`config.mk`:
```
export PLATFORM = sky130hd
export DESIGN_NAME = serial_pattern_tx_flat
export DESIGN_NICKNAME = d
export VERILOG_FILES = /design/src/rtl/serial_pattern_tx_if.sv /design/src/rtl/serial_pattern_tx.sv /design/src/flat_wrapper.sv
export SDC_FILE = /design/constraint.sdc
export NUM_CORES = 1
export LEC_CHECK = 0
export BUFFER_PORTS_ARGS = -buffer_cell sky130_fd_sc_hd__buf_2
export CAP_MARGIN = 30
export CORE_UTILIZATION = 35
export DETAILED_ROUTE_END_ITERATION = 8
export RECOVER_POWER = 100
export SLEW_MARGIN = 20
export SYNTH_ARGS = -nofsm -noshare
export SYNTH_HDL_FRONTEND = slang
export SYNTH_SLANG_ARGS = --single-unit
```
`constraint.sdc`:
```
create_clock -name clock -period 5.2 [get_ports clock]
set_input_delay 0.26 -clock clock [delete_from_list [all_inputs] [get_ports clock]]
set_output_delay 0.26 -clock clock [all_outputs]
set_load 0.01 [all_outputs]
```
`src/rtl/serial_pattern_tx_if.sv`:
```
// Load-side handshake bundle for serial_pattern_tx: a parallel pattern offered
// over valid/ready together with its bit length and extra-repeat count.
interface serial_pattern_tx_if #(
  parameter int WIDTH = 8,
  parameter int REP_W = 4,
  parameter int LEN_W = $clog2(WIDTH + 1)
);
  logic             load_valid;
  logic             load_ready;
  logic [WIDTH-1:0] load_data;
  logic [LEN_W-1:0] load_len;
  logic [REP_W-1:0] load_rep;

  // Producer side: offers patterns, watches ready.
  modport master (
    output load_valid, load_data, load_len, load_rep,
    input  load_ready
  );

  // Transmitter side: consumes patterns, drives ready.
  modport slave (
    input  load_valid, load_data, load_len, load_rep,
    output load_ready
  );
endinterface

```
`src/rtl/serial_pattern_tx.sv`:
```
// Serial bit-pattern transmitter. Latches a pattern on a valid/ready accept,
// shifts it out MSB-first (bit len-1 first), one bit per clock, and repeats it
// load_rep extra times with GAP_CYCLES zero-filled idle cycles between copies.
// A single-cycle done pulse follows the last bit of the last copy.
module serial_pattern_tx #(
  parameter int WIDTH      = 8,
  parameter int REP_W      = 4,
  parameter int GAP_CYCLES = 2,
  parameter int LEN_W      = $clog2(WIDTH + 1)
) (
  input  logic                  clock,
  input  logic                  reset,
  serial_pattern_tx_if.slave    load,
  output logic                  out,
  output logic                  out_valid,
  output logic                  busy,
  output logic                  done
);

  localparam int IDX_W = (WIDTH > 1) ? $clog2(WIDTH) : 1;
  localparam int GAP_W = (GAP_CYCLES > 1) ? $clog2(GAP_CYCLES) : 1;
  localparam logic [LEN_W-1:0] WIDTH_LEN = LEN_W'(WIDTH);
  localparam logic [IDX_W-1:0] WIDTH_M1  = IDX_W'(WIDTH - 1);
  localparam logic [GAP_W-1:0] GAP_LOAD  = GAP_W'(GAP_CYCLES - 1);

  typedef enum logic [1:0] {
    IDLE  = 2'd0,
    SHIFT = 2'd1,
    GAP   = 2'd2,
    DONE  = 2'd3
  } state_t;

  state_t           state_q, state_n;
  logic [WIDTH-1:0] data_q, data_n;
  logic [IDX_W-1:0] len_m1_q, len_m1_n;
  logic [IDX_W-1:0] idx_q, idx_n;
  logic [REP_W-1:0] reps_q, reps_n;
  logic [GAP_W-1:0] gap_q, gap_n;
  logic             out_n;
  logic [IDX_W-1:0] load_len_m1;

  // Length 0 or anything beyond WIDTH means a full-width pattern.
  always_comb begin
    if (load.load_len == '0 || load.load_len > WIDTH_LEN) begin
      load_len_m1 = WIDTH_M1;
    end else begin
      load_len_m1 = IDX_W'(load.load_len - 1'b1);
    end
  end

  // Next-state and next-register logic for the transmit sequencer.
  always_comb begin
    // NOTE: every target gets a default first so no path leaves one unassigned,
    // which is what keeps this block from inferring latches.
    state_n  = state_q;
    data_n   = data_q;
    len_m1_n = len_m1_q;
    idx_n    = idx_q;
    reps_n   = reps_q;
    gap_n    = gap_q;

    unique case (state_q)
      IDLE: begin
        if (load.load_valid) begin
          data_n   = load.load_data;
          len_m1_n = load_len_m1;
          idx_n    = load_len_m1;
          reps_n   = load.load_rep;
          state_n  = SHIFT;
        end
      end
      SHIFT: begin
        if (idx_q != '0) begin
          idx_n = idx_q - 1'b1;
        end else if (reps_q != '0) begin
          reps_n = reps_q - 1'b1;
          idx_n  = len_m1_q;
          if (GAP_CYCLES == 0) begin
            state_n = SHIFT;
          end else begin
            state_n = GAP;
            gap_n   = GAP_LOAD;
          end
        end else begin
          state_n = DONE;
        end
      end
      GAP: begin
        if (gap_q == '0) begin
          state_n = SHIFT;
        end else begin
          gap_n = gap_q - 1'b1;
        end
      end
      DONE: begin
        state_n = IDLE;
      end
      default: begin
        state_n = IDLE;
      end
    endcase

    // The serial bit is registered, so it is chosen from the values the
    // sequencer will hold next cycle; outside SHIFT the line idles at 0.
    out_n = (state_n == SHIFT) ? data_n[idx_n] : 1'b0;
  end

  // State and datapath registers; reset clears everything, including the
  // latched pattern, so no stale bits survive an aborted transfer.
  always_ff @(posedge clock or negedge reset) begin
    // NOTE: sequential state uses non-blocking assignments so every register
    // samples the pre-edge values regardless of statement order.
    if (!reset) begin
      state_q   <= IDLE;
      data_q    <= '0;
      len_m1_q  <= '0;
      idx_q     <= '0;
      reps_q    <= '0;
      gap_q     <= '0;
      out       <= 1'b0;
      out_valid <= 1'b0;
    end else begin
      state_q   <= state_n;
      data_q    <= data_n;
      len_m1_q  <= len_m1_n;
      idx_q     <= idx_n;
      reps_q    <= reps_n;
      gap_q     <= gap_n;
      out       <= out_n;
      out_valid <= (state_n == SHIFT);
    end
  end

  // Status outputs decode straight from the state register, so they follow an
  // asynchronous reset in the same cycle.
  assign load.load_ready = (state_q == IDLE);
  assign busy            = (state_q != IDLE);
  assign done            = (state_q == DONE);

endmodule

```
`src/flat_wrapper.sv`:
```
// flat-port wrapper written by rule: the top's interface ports become plain ports
module serial_pattern_tx_flat 
#(
  parameter int WIDTH      = 8,
  parameter int REP_W      = 4,
  parameter int GAP_CYCLES = 2,
  parameter int LEN_W      = $clog2(WIDTH + 1)
)
  (clock, reset, out, out_valid, busy, done, load_load_valid, load_load_data, load_load_len, load_load_rep, load_load_ready);
  serial_pattern_tx_if #(.WIDTH(WIDTH), .REP_W(REP_W), .LEN_W(LEN_W)) load_i ();
  input  logic clock;
  input  logic reset;
  output logic out;
  output logic out_valid;
  output logic busy;
  output logic done;
  input wire logic [$bits(load_i.load_valid)-1:0] load_load_valid;
  input wire logic [$bits(load_i.load_data)-1:0] load_load_data;
  input wire logic [$bits(load_i.load_len)-1:0] load_load_len;
  input wire logic [$bits(load_i.load_rep)-1:0] load_load_rep;
  output wire logic [$bits(load_i.load_ready)-1:0] load_load_ready;
  assign load_i.load_valid = load_load_valid;
  assign load_i.load_data = load_load_data;
  assign load_i.load_len = load_load_len;
  assign load_i.load_rep = load_load_rep;
  assign load_load_ready = load_i.load_ready;
  serial_pattern_tx #(.WIDTH(WIDTH), .REP_W(REP_W), .GAP_CYCLES(GAP_CYCLES), .LEN_W(LEN_W)) u_core (.clock(clock), .reset(reset), .load(load_i), .out(out), .out_valid(out_valid), .busy(busy), .done(done));
endmodule
```
Word-level counts from Yosys, hierarchy flattened:

Cells that the tools add are included.

* add/sub/neg operators: 4
* order comparisons: 2
* eq/ne operators: 7
* muxes and demuxes: 23
* reductions and logical operators: 11

Operators with widths (count)
* 8-bit two-way mux: 2
* 3-bit two-way mux: 4
* 4-bit two-way mux: 3
* 2-bit one-hot mux with 4 select lines: 1
* 4-bit one-hot mux with 2 select lines: 1
* 1-bit two-way mux: 6
* 2-bit two-way mux: 3
* 3-bit one-hot mux with 2 select lines: 1
* 2-bit nonzero test: 3
* 3-bit by 1-bit subtractor with 3-bit output, second input constant: 2
* 2-bit by 1-bit == test with 1-bit output, second input constant: 2
* 2-bit == test, second input constant: 2
* 4-bit > comparator, second input constant: 1
* 4-bit zero test: 1
* 3-bit by 4-bit < comparator with 1-bit output, second input constant: 1
* 2-bit != test, second input constant: 2
* 4-bit AND reduction: 1
* 4-bit nonzero test: 1
* 4-bit by 1-bit subtractor with 4-bit output, second input constant: 1
* 1-bit binary-select mux with 3-bit select: 1
* 3-bit AND reduction: 1
* 3-bit nonzero test: 1
* 2-bit zero test: 1
* 2-bit by 1-bit != test with 1-bit output, second input constant: 1
* other kinds (4): 4

* register bits: 23
* input bits: 19
* output and inout bits: 5
* logic and storage cells: 55

Logic depth before layout (Yosys ltp):

Gate-level depths: netlist (run 1).

* depth after elaboration: 8
* mapped depth: 10
* gate-level depth less buffers: 8

Least setup slack after synthesis (run 1):

No wires, ideal clock.

* kind: flip-flop to flip-flop
* start point: reg u_core.state_q[0]
* end point: reg u_core.out
* setup time: 0.131 ns
* arrival: 2.163 ns
* required time: 5.069 ns
* path slack: 2.906 ns
* cell stages (with the launch flop): 10
* path buffers: 1
* period minus slack after synthesis: 2.294 ns
* path through: dfrtp_1 > inv_1 > ha_1 > buf_4 > nand2_2 > mux2_2 > or4_1 > o221a_2 > nor4_2 > a211oi_2

* cells in the longest elaborated chain, start to end: 5
* elaborated cells on any way between the ends: 14
* those cells by class: eq/ne (4); mux (9); reduce/logical (1)

RTL lines
* from (decl): line serial_pattern_tx.sv:33 `state_t state_q, state_n;`
* from (signal assigned): line serial_pattern_tx.sv:123 `state_q <= state_n;`
* 2-bit zero test
* via load_load_ready: line flat_wrapper.sv:21 `output wire logic [$bits(load_i.load_ready)-1:0] load_load_ready;`
* 8-bit two-way mux: line serial_pattern_tx.sv:62 `unique case (state_q)`
* via u_core.data_n[1]: line serial_pattern_tx.sv:34 `logic [WIDTH-1:0] data_q, data_n;`
* 1-bit binary-select mux with 3-bit select: line serial_pattern_tx.sv:105 `out_n = (state_n == SHIFT) ? data_n[idx_n] : 1'b0;`
* 1-bit two-way mux (not written as such): line serial_pattern_tx.sv:105
* 1-bit two-way mux: line serial_pattern_tx.sv:105
* via u_core.out_n: line serial_pattern_tx.sv:39 `logic out_n;`
* to (signal assigned): line serial_pattern_tx.sv:129 `out <= out_n;`
* to (decl): line serial_pattern_tx.sv:14 `output logic out,`

The timed path passes the listed nets, and every way through them passes these cells. The select of a mux whose other input is x is not followed.
A chain may end at the register's enable or synchronous reset.

Final worst setup path (run 1):

* start point: reg u_core.state_q[0]
* end point: reg u_core.out

* cells in the longest elaborated chain, start to end: 5
* elaborated cells on any way between the ends: 14
* those cells by class: eq/ne (4); mux (9); reduce/logical (1)

RTL lines (line)
* 2-bit by 1-bit == test with 1-bit output or 2-bit zero test (tied branches): serial_pattern_tx.sv:62
* 3-bit one-hot mux with 2 select lines or 8-bit two-way mux (tied branches): serial_pattern_tx.sv:62
* 1-bit binary-select mux with 3-bit select: serial_pattern_tx.sv:105
* 1-bit two-way mux (not written as such): serial_pattern_tx.sv:105
* 1-bit two-way mux (*): serial_pattern_tx.sv:105
* via u_core.out_n: serial_pattern_tx.sv:39

Mark *: on every way through the listed nets, which the timed path passes. The rest lies on a longest branch. The select of a mux whose other input is x is not followed.

==> run metrics, run 1 <==
number of flops mapped to enable cells by yosys 0; post-synth top area share 0.414; #FFs+latches synth 23; first-pass GRT wire length about 4.6 mm; initial core utilization 0.371; Design Power 984 uW; setup TNS 0 ps; syn_nets roughly 160; synth unique cells between 40 and 50; LEAKAGE between 0.7 and 0.8 nW; H-tree level count 1; most common flop cell mapped by yosys dfrtp_1; Reg-to-Reg Start u_core.state_q[0]; initial antenna violation count 0; drt pass-1 iters 4; WL per Instance between 10 and 15 um; DRC violations left 0; count of final setup violators 0; row count 22; Peak Freq 334 MHz; count of final hold-check violations 0; Slew HR 0.191; RePlAce Congestion 0.908; CTS tree done; RSZ-0062 raised after global routing no; TritonCTS Buffers 3; Final Cycle Share 0.576; die width 65.0 um; Num Clock Sinks 23; mapped cell area between 1000 and 1500 um^2; crit-path max FO 14; Antenna Nets Post-Route 0; fin nets about 190; worst hold path class in2reg; Die Y-Extent around 65 um; number of port buffers 23; Fill cells a little under 400; number of global-route vias before repair about 1,000; hpwl dp 2.05 mm; Clk pin slew, worst setup/hold paths roughly 80 ps; max-slew violations 0; cell taking the most area after synthesis dfrtp_1; Data arrival, critical path between 3000 and 4000 ps; CTS Root Cell clkbuf_8; Top Ports 24; Mapped Cells around 140; total of max-cap violations 0; multi-input logic area about 710 um^2; run status finished, final reports clean; post-CTS sizing 0; layout cells sized above 1 0.211; Vias 1,063; reg2reg path depth 8; initial drt markers 40; number of post-CTS setup repair buffers 0; cts hold-fix bufs 1; yosys warns 0; Final Skew ~4.2 ps; Final Core Density 0.420; top cells by area, synth dfrtp_1 (41%), ha_1 (7.2%), mux2_2 (6.5%); Reg-to-Reg End u_core.out; core footprint around 3700 um^2; antenna cells 0; Hold Path Depth 2; total track usage 0.143; Via-to-Cell Ratio 5.09; syn_area_per_cell approximately 10 um^2; Setup crit start kind flip-flop; Synth async-reset ratio 1.00; Slew @ Worst Pin roughly 1200 ps; worst reg-to-reg setup slack 2200 ps; hold_sp load_load_data[6]; clock buffer depth 2; WL final ~2.8 mm; FF/Latch Area approximately 580 um^2; critical path class reg2reg; WHS Endpoint u_core.data_q[6]; later-pin clock latency in the skew report about 260 ps; die area 4230 um^2; synth cell count leaders dfrtp_1 (23), inv_1 (16), nand2_1 (9); Peak VDD IR approximately 0.00024 V; PwrDens 626 nW/um^2; most common cell in the synthesized netlist dfrtp_1; sequential fraction of the synthesis area 0.414; Crit. End Element flip-flop; largest net degree at the start of global routing 24; total global routing overflow 0; area grow syn2layout 13.1%; WP data required between 5000 and 6000 ps; minimum clock period between 2000 and 3000 ps
## per-stage QoR
step	hold WS [ps]	area, um^2	std cells	setup WS (ps)
2_1_floorplan	-35.6	1390	137	2910
3_3_place_gp	268	1540	204	2650
3_5_place_dp	268	1540	204	2520
4_1_cts	225	1600	209	2500
5_1_grt	239	1570	209	2020
6_report	225	1570	209	2200
## power breakdown
part / total, mW / internal (mW) / switching, mW
Sequential: 0.323 / 0.269 / 0.0538
Clock: 0.111 / 0.0535 / 0.0573
Combinational: 0.550 / 0.248 / 0.302
## worst max-delay path: stages, from the launching register on
cell	delay (ps)
dfrtp_1	450
inv_1	100
ha_1	380
nand2_1	450
o311a_1	550
or4_1	500
o221a_2	140
nor4_1	240
a211oi_2	70
## sequential cells by signal, summed over array words and instances (netlist names)
signal,cells
u_core.data_q,8
u_core.idx_q,3
u_core.len_m1_q,3
u_core.out,1
u_core.reps_q,4
u_core.gap_q,1
u_core.out_valid,1
u_core.state_q,2
## layout by cell type, fill, tap and decap left out, types with 2 or more instances in the layout
cell	n
dfrtp_1	23
buf_2	17
inv_1	16
nand2_1	10
ha_1	8
nor2_1	7
a21oi_1	7
mux2i_1	7
o21ai_0	6
clkbuf_1	6
mux2_2	5
nand2b_1	4
a31oi_1	3
mux2_1	3
a21o_1	3
nor3_1	3
clkbuf_8	3
nor2b_1	2
o31a_1	2
or2_2	2
nor4_1	2
o22a_1	2
## cell type report
cell class                 instances  area share
tap                               48      0.0382
timing repair buffer              24      0.0748
clock buffer                       3      0.0263
inverter                          16      0.0382
clock inverter                     1     0.00318
sequential                        23       0.366
multi-input combinational         94       0.453
## logic make-up after synthesis
group                    count (synthesis)  share of synthesized area
AO/OA/AOI/OAI                           34                      0.183
XOR/XNOR                                 2                     0.0126
adder cells (fa/ha/maj)                  8                     0.0720
buffers and inverters                   20                     0.0585
flip-flops                              23                      0.414
multiplexers                            15                      0.115
AND/OR/NAND/NOR                         35                      0.145
## metal layers
layer	part of all wire	global-route usage	wire (um)
met1	0.49	0.182	1370
met2	0.45	0.238	1250
met3	0.049	0.0335	135
met4	0.0083	0.0408	23
met5	0	0	0
## worst max path at each step
stage               cells after the start  slack (ps)         end         startpoint
floorplan                               9        2910  u_core.out  u_core.state_q[0]
global placement                        8        2650  u_core.out  u_core.state_q[1]
detailed placement                      8        2520  u_core.out  u_core.state_q[1]
CTS                                     8        2500  u_core.out  u_core.state_q[1]
global route                            8        2020  u_core.out  u_core.state_q[0]
finish                                  8        2200  u_core.out  u_core.state_q[0]
Note: power is estimated with default switching activity, not from simulation.
==> run 2, diff against run 1 <==
==> constraint.sdc (replaced) <==
create_clock -name clock -period 3.09 [get_ports clock]
set_input_delay 0.1545 -clock clock [delete_from_list [all_inputs] [get_ports clock]]
set_output_delay 0.1545 -clock clock [all_outputs]
set_load 0.01 [all_outputs]
==> run 2 against run 1 <==
  * Clock skew decreased by 0.59 ps
  * Cell count up 0.48%
  * Maximum frequency increased by 11%
  * Clock-buffer cell count up 1
  * Combinational power increased by 73%
  * Cell area grew 0.95%
  * Sequential share of layout area decreased by 0.35 points
  * Core utilization rose by 0.40 points
  * Non-clock buffer count rose by 1
  * Largest cell class unchanged
  * Largest power group unchanged
==> run metrics, run 2 (synthesized netlist as in run 1, its figures left out) <==
run status finished, final reports clean; area grow syn2layout 14.2%; commonest cells after routing, fill and taps aside dfrtp_1 (23), buf_2 (17), inv_1 (16), nand2_1 (9), ha_1 (8); H-tree level count 1 (unchanged); CP max-delay cell or4_1; layout cells sized above 1 0.222 (+0.0110); Comb power frac 0.568 (+0.009); core footprint 3740 um^2 (unchanged); hpwl dp 2.04 mm (-0.76%); Setup crit start kind flip-flop; WP data required 3230 ps (-2120 ps); number of post-CTS setup repair buffers 0 (unchanged); antenna cells 0 (unchanged); total track usage 0.144 (+0.00144); worst hold path class in2reg; Vias 1,068 (+0.47%); Crit. End Element flip-flop; max-slew violations 0 (unchanged); first-pass GRT wire length 4.78 mm (+3.1%); largest net degree at the start of global routing 24 (unchanged); Net Sw Frac 0.415 (-0.00515); total of max-cap violations 0 (unchanged); Clock power frac 0.107 (-0.006); Peak VDD IR 0.000400 V (+64%); initial drt markers 31 (-23%); LEAKAGE 0.735 nW (+0.47%); Data arrival, critical path 2840 ps (-300 ps); setup TNS 0 ps (unchanged); critical path class reg2reg; Critical Path Start u_core.state_q[0]; fin nets 190 (+0.53%); cts hold-fix bufs 1 (unchanged); total global routing overflow 0 (unchanged); number of global-route vias before repair 1,068 (+4.2%); largest registers u_core.data_q: 8 flops, u_core.reps_q: 4 flops; Psw 695 uW (+68%); Reg power frac 0.325 (-0.003); max reg flops 8 (unchanged); Slew HR 0.191 (+0.000678); most common cell after layout, fill and taps aside dfrtp_1; Final Cycle Share 0.875 (+0.299); drt pass-1 iters 4 (unchanged); crit-path max FO 14 (unchanged); Final Skew 3.56 ps (-0.591 ps); Clk pin slew, worst setup/hold paths 80 ps (about the same); Power Internal 979 uW (+72%); WL final 2.66 mm (-4.1%); Top Ports 24 (unchanged); Peak Freq 370 MHz (+11%); count of final setup violators 0 (unchanged); Die Y-Extent 65.0 um (unchanged); WL per Instance 12.7 um (-4.5%); count of final hold-check violations 0 (unchanged); number of port buffers 23 (unchanged); hold_sp load_load_data[2]; RePlAce Congestion 0.901 (-0.80%); Design Power 1.67 mW (+70%); post-CTS sizing 0 (unchanged); worst path cell trace inv_1, ha_1, nand2_2, o311a_1, or4_1, o221a_2, nor4_2, a211oi_2; Via-to-Cell Ratio 5.09 (about the same); Biggest register u_core.data_q; CP max stage delay 490 ps (-60 ps); TritonCTS Buffers 3 (unchanged); Slew @ Worst Pin 1210 ps (-1.02 ps); CTS tree done; Reg-to-Reg Start u_core.state_q[0]; initial core utilization 0.371 (unchanged); Antenna Nets Post-Route 0 (unchanged); minimum clock period 2700 ps (-293 ps); clock buffer depth 2 (unchanged); Fill cells 384 (-0.78%); row count 22 (unchanged); initial antenna violation count 0 (unchanged); die area 4230 um^2 (unchanged); CTS Root Cell clkbuf_8; PwrDens 1050 nW/um^2 (+69%); die width 65.0 um (unchanged); Num Clock Sinks 23 (unchanged); RSZ-0062 raised after global routing no; later-pin clock latency in the skew report 250 ps (about the same); DRC violations left 0 (unchanged)
==> run 2: path summary, 6_finish.rpt <==
kind / slack, ps / end / cells after the start
max in group asynchronous: 1700 / u_core.len_m1_q[0] / 2
worst max-delay path: 390 / u_core.out / 8
worst min-delay path: 140 / u_core.data_q[2] / 2
worst min register to register: 500 / u_core.data_q[1] / 1
worst max register to register: 390 / u_core.out / 8
min in group asynchronous: 670 / u_core.reps_q[1] / 2
==> run 2: metal layers <==
metal  part of all wire  routed length, um  track usage  vias up
met3              0.049                130       0.0211        2
li1                   -                  -            -      537
met2               0.47               1250        0.237       25
met1               0.48               1270        0.192      504
met4             0.0064                 17       0.0489        0
met5                  0                  0            0        -
==> run 2: layout make-up <==
class,count,area [um^2],area share
clock buffer,4,45.0,0.0284
inverter,16,60.1,0.0378
multi-input combinational,94,722,0.455
sequential,23,576,0.362
tap,48,60.1,0.0378
timing repair buffer,25,125,0.0788
==> run 2: metrics by stage <==
stage / cell area (um^2) / util / cells / hold slack [ps] / setup slack [ps]
after floorplan: 1390 / - / 137 / -141 / 796
after global placement: 1550 / 0.414 / 205 / 162 / 511
after detailed placement: 1550 / 0.414 / 205 / 158 / 460
after CTS: 1610 / 0.429 / 210 / 134 / 428
after global routing: 1590 / 0.424 / 210 / 139 / 145
final: 1590 / 0.424 / 210 / 142 / 386
==> run 2: worst max-delay path: cells and delay by family (launching register included) <==
kind,cells,cell delay (ps)
adders and majority gates,1,390
AOI/OAI and AO/OA,3,690
buffers and inverters,1,100
DFF,1,440
and+or+nand+nor,3,950
==> run 2: power groups by stage <==
stage	logic, mW	clock network [mW]	registers (mW)
global route	1.07	0.204	0.562
CTS	0.984	0.190	0.541
floorplan	0.783	0	0.528
global placement	0.963	0	0.542
detailed placement	0.975	0	0.545
finish	0.951	0.179	0.544
==> run 3, diff against run 2 <==
==> constraint.sdc (replaced) <==
create_clock -name clock -period 3.13 [get_ports clock]
set_input_delay 0.1565 -clock clock [delete_from_list [all_inputs] [get_ports clock]]
set_output_delay 0.1565 -clock clock [all_outputs]
set_load 0.01 [all_outputs]
==> run 3 against run 2 <==
  * Global-route usage increased by 0.24 points
  * Core utilization about the same
  * Via count increased by 0.47%
  * Power decreased by 1.2%
  * Critical path depth unchanged
  * Combinational power decreased by 2%
  * Setup slack improved by 39 ps
  * Flip-flop and latch count unchanged
  * Wire length increased by 1.8%
  * Cell count unchanged
  * Die area unchanged
  * Highest routed layer unchanged
  * Largest cell class unchanged
==> run metrics, run 3 (synthesized netlist as in run 1, its figures left out) <==
Peak Freq 370 MHz (about the same); clock buffer depth 2 (unchanged); largest net degree at the start of global routing 24 (unchanged); largest registers u_core.data_q: 8 flops, u_core.reps_q: 4 flops; DRC violations left 0 (unchanged); Hold Slack 125 ps (-16.6 ps); number of global-route vias before repair 1,099 (+2.9%); max reg flops 8 (unchanged); Peak VDD IR 0.000397 V (-0.63%); critical path class reg2reg; Vias 1,073 (+0.47%); CP max-delay cell or4_1; Final Skew 2.03 ps (-1.53 ps); Slew HR 0.167 (-0.0240); total track usage 0.146 (+0.00245); WL final 2.71 mm (+1.8%); LEAKAGE 0.737 nW (+0.37%); CTS tree done; first-pass GRT wire length 4.75 mm (-0.71%); H-tree level count 1 (unchanged); Clk pin slew, worst setup/hold paths 80 ps (about the same); count of final setup violators 0 (unchanged); number of post-CTS setup repair buffers 0 (unchanged); highest metal used met4; Biggest register u_core.data_q; CTS Root Cell clkbuf_8; WP data required 3280 ps (+50 ps); met2 WL 1.23 mm (-1.3%); WL per Instance 12.9 um (+1.8%); Via-to-Cell Ratio 5.11 (+0.47%); PwrDens 1040 nW/um^2 (-1.3%); die area 4230 um^2 (unchanged); commonest cells after routing, fill and taps aside dfrtp_1 (23), buf_2 (17), inv_1 (16), nand2_1 (9), ha_1 (8); initial antenna violation count 0 (unchanged); layout cells sized above 1 0.222 (unchanged); Top Ports 24 (unchanged); worst path cell trace inv_1, ha_1, nand2_2, o311a_1, or4_1, o221a_2, nor4_2, a211oi_2; Num Clock Sinks 23 (unchanged); run status finished, final reports clean; initial core utilization 0.371 (unchanged); number of port buffers 23 (unchanged); count of final hold-check violations 0 (unchanged); antenna cells 0 (unchanged); Final Cycle Share 0.864 (-0.0108); initial drt markers 14 (-55%); drt pass-1 iters 4 (unchanged); core footprint 3740 um^2 (unchanged); RePlAce Congestion 0.901 (about the same); Met1 Wirelength 1.30 mm (+2.3%); die width 65.0 um (unchanged); Worst Path Buf+Inv 1 (unchanged); crit-path max FO 14 (unchanged); worst hold path class in2reg; row count 22 (unchanged); hpwl dp 2.08 mm (+2.3%); total of max-cap violations 0 (unchanged); TritonCTS Buffers 3 (unchanged); CP top delay family simple AND/OR/NAND/NOR gates; Data arrival, critical path 2860 ps (+20 ps); setup TNS 0 ps (unchanged); minimum clock period 2710 ps (+1.32 ps); fin nets 190 (unchanged); DR WL met3 127 um (-2.3%); Antenna Nets Post-Route 0 (unchanged); area grow syn2layout 14.3% (about the same); Setup crit start kind flip-flop; most common cell after layout, fill and taps aside dfrtp_1; Crit. End Element flip-flop; later-pin clock latency in the skew report 270 ps (+20 ps); RSZ-0062 raised after global routing no; CP max stage delay 490 ps (about the same); Slew @ Worst Pin 1250 ps (+36.0 ps); Die Y-Extent 65.0 um (unchanged); total global routing overflow 0 (unchanged); max-slew violations 0 (unchanged)
run 3: changes by cell type in the layout (fill, tap and decap cells not counted), sizes merged:
cell and delta:
clkbuf -1, clkinv +1
run 3: cell type report:
cell class                      count  area [um^2]
Multi-Input combinational cell     94          722
Sequential cell                    23          576
Inverter                           16         60.1
Clock inverter                      1         5.00
Timing Repair Buffer               25          125
Clock buffer                        3         41.3
Fill cell                         393         2150
Tap cell                           48         60.1
run 3: worst min-delay path: cells and delay by family:
kind     cells  cell delay [ps]
buf+inv      2              130
mux          1               70
run 3: worst paths after layout:
kind | startpoint | to | slack, ps | cells past startpoint
setup / recovery | u_core.state_q[0] | u_core.out | 420 | 8
hold / removal | load_load_data[4] | u_core.data_q[4] | 120 | 3
setup reg to reg | u_core.state_q[0] | u_core.out | 420 | 8
hold reg to reg | u_core.data_q[1] | u_core.data_q[1] | 490 | 1
max in group asynchronous | reset | u_core.data_q[1] | 1720 | 2
min in group asynchronous | reset | u_core.reps_q[1] | 670 | 2
run 3: report_power, final:
group	internal, mW	switching [mW]
Combinational	0.428	0.504
Clock	0.0890	0.0965
Sequential	0.447	0.0894
Total	0.964	0.690
run 3: per-layer routing:
layer	up-vias	GRT usage
met3	5	0.0246
met2	26	0.243
met5	-	0
li1	534	-
met1	508	0.181
met4	0	0.0761
run 3: what timing repair did:
action | 4_1_cts | 5_1_grt
hold buffers | 1 | 0
resized for setup | 0 | 0
endpoints found under the hold margin | 23 | 0
run 3: through the flow:
stage / cell area (um^2) / utilization / worst slack [ps] / instances / power (mW)
final: 1590 / 0.424 / 424 / 210 / 1.65
after global routing: 1590 / 0.424 / 171 / 210 / 1.80
after CTS: 1610 / 0.429 / 460 / 210 / 1.70
after detailed placement: 1550 / 0.414 / 497 / 205 / 1.50
after global placement: 1550 / 0.414 / 551 / 205 / 1.49
after floorplan: 1390 / - / 836 / 137 / 1.29
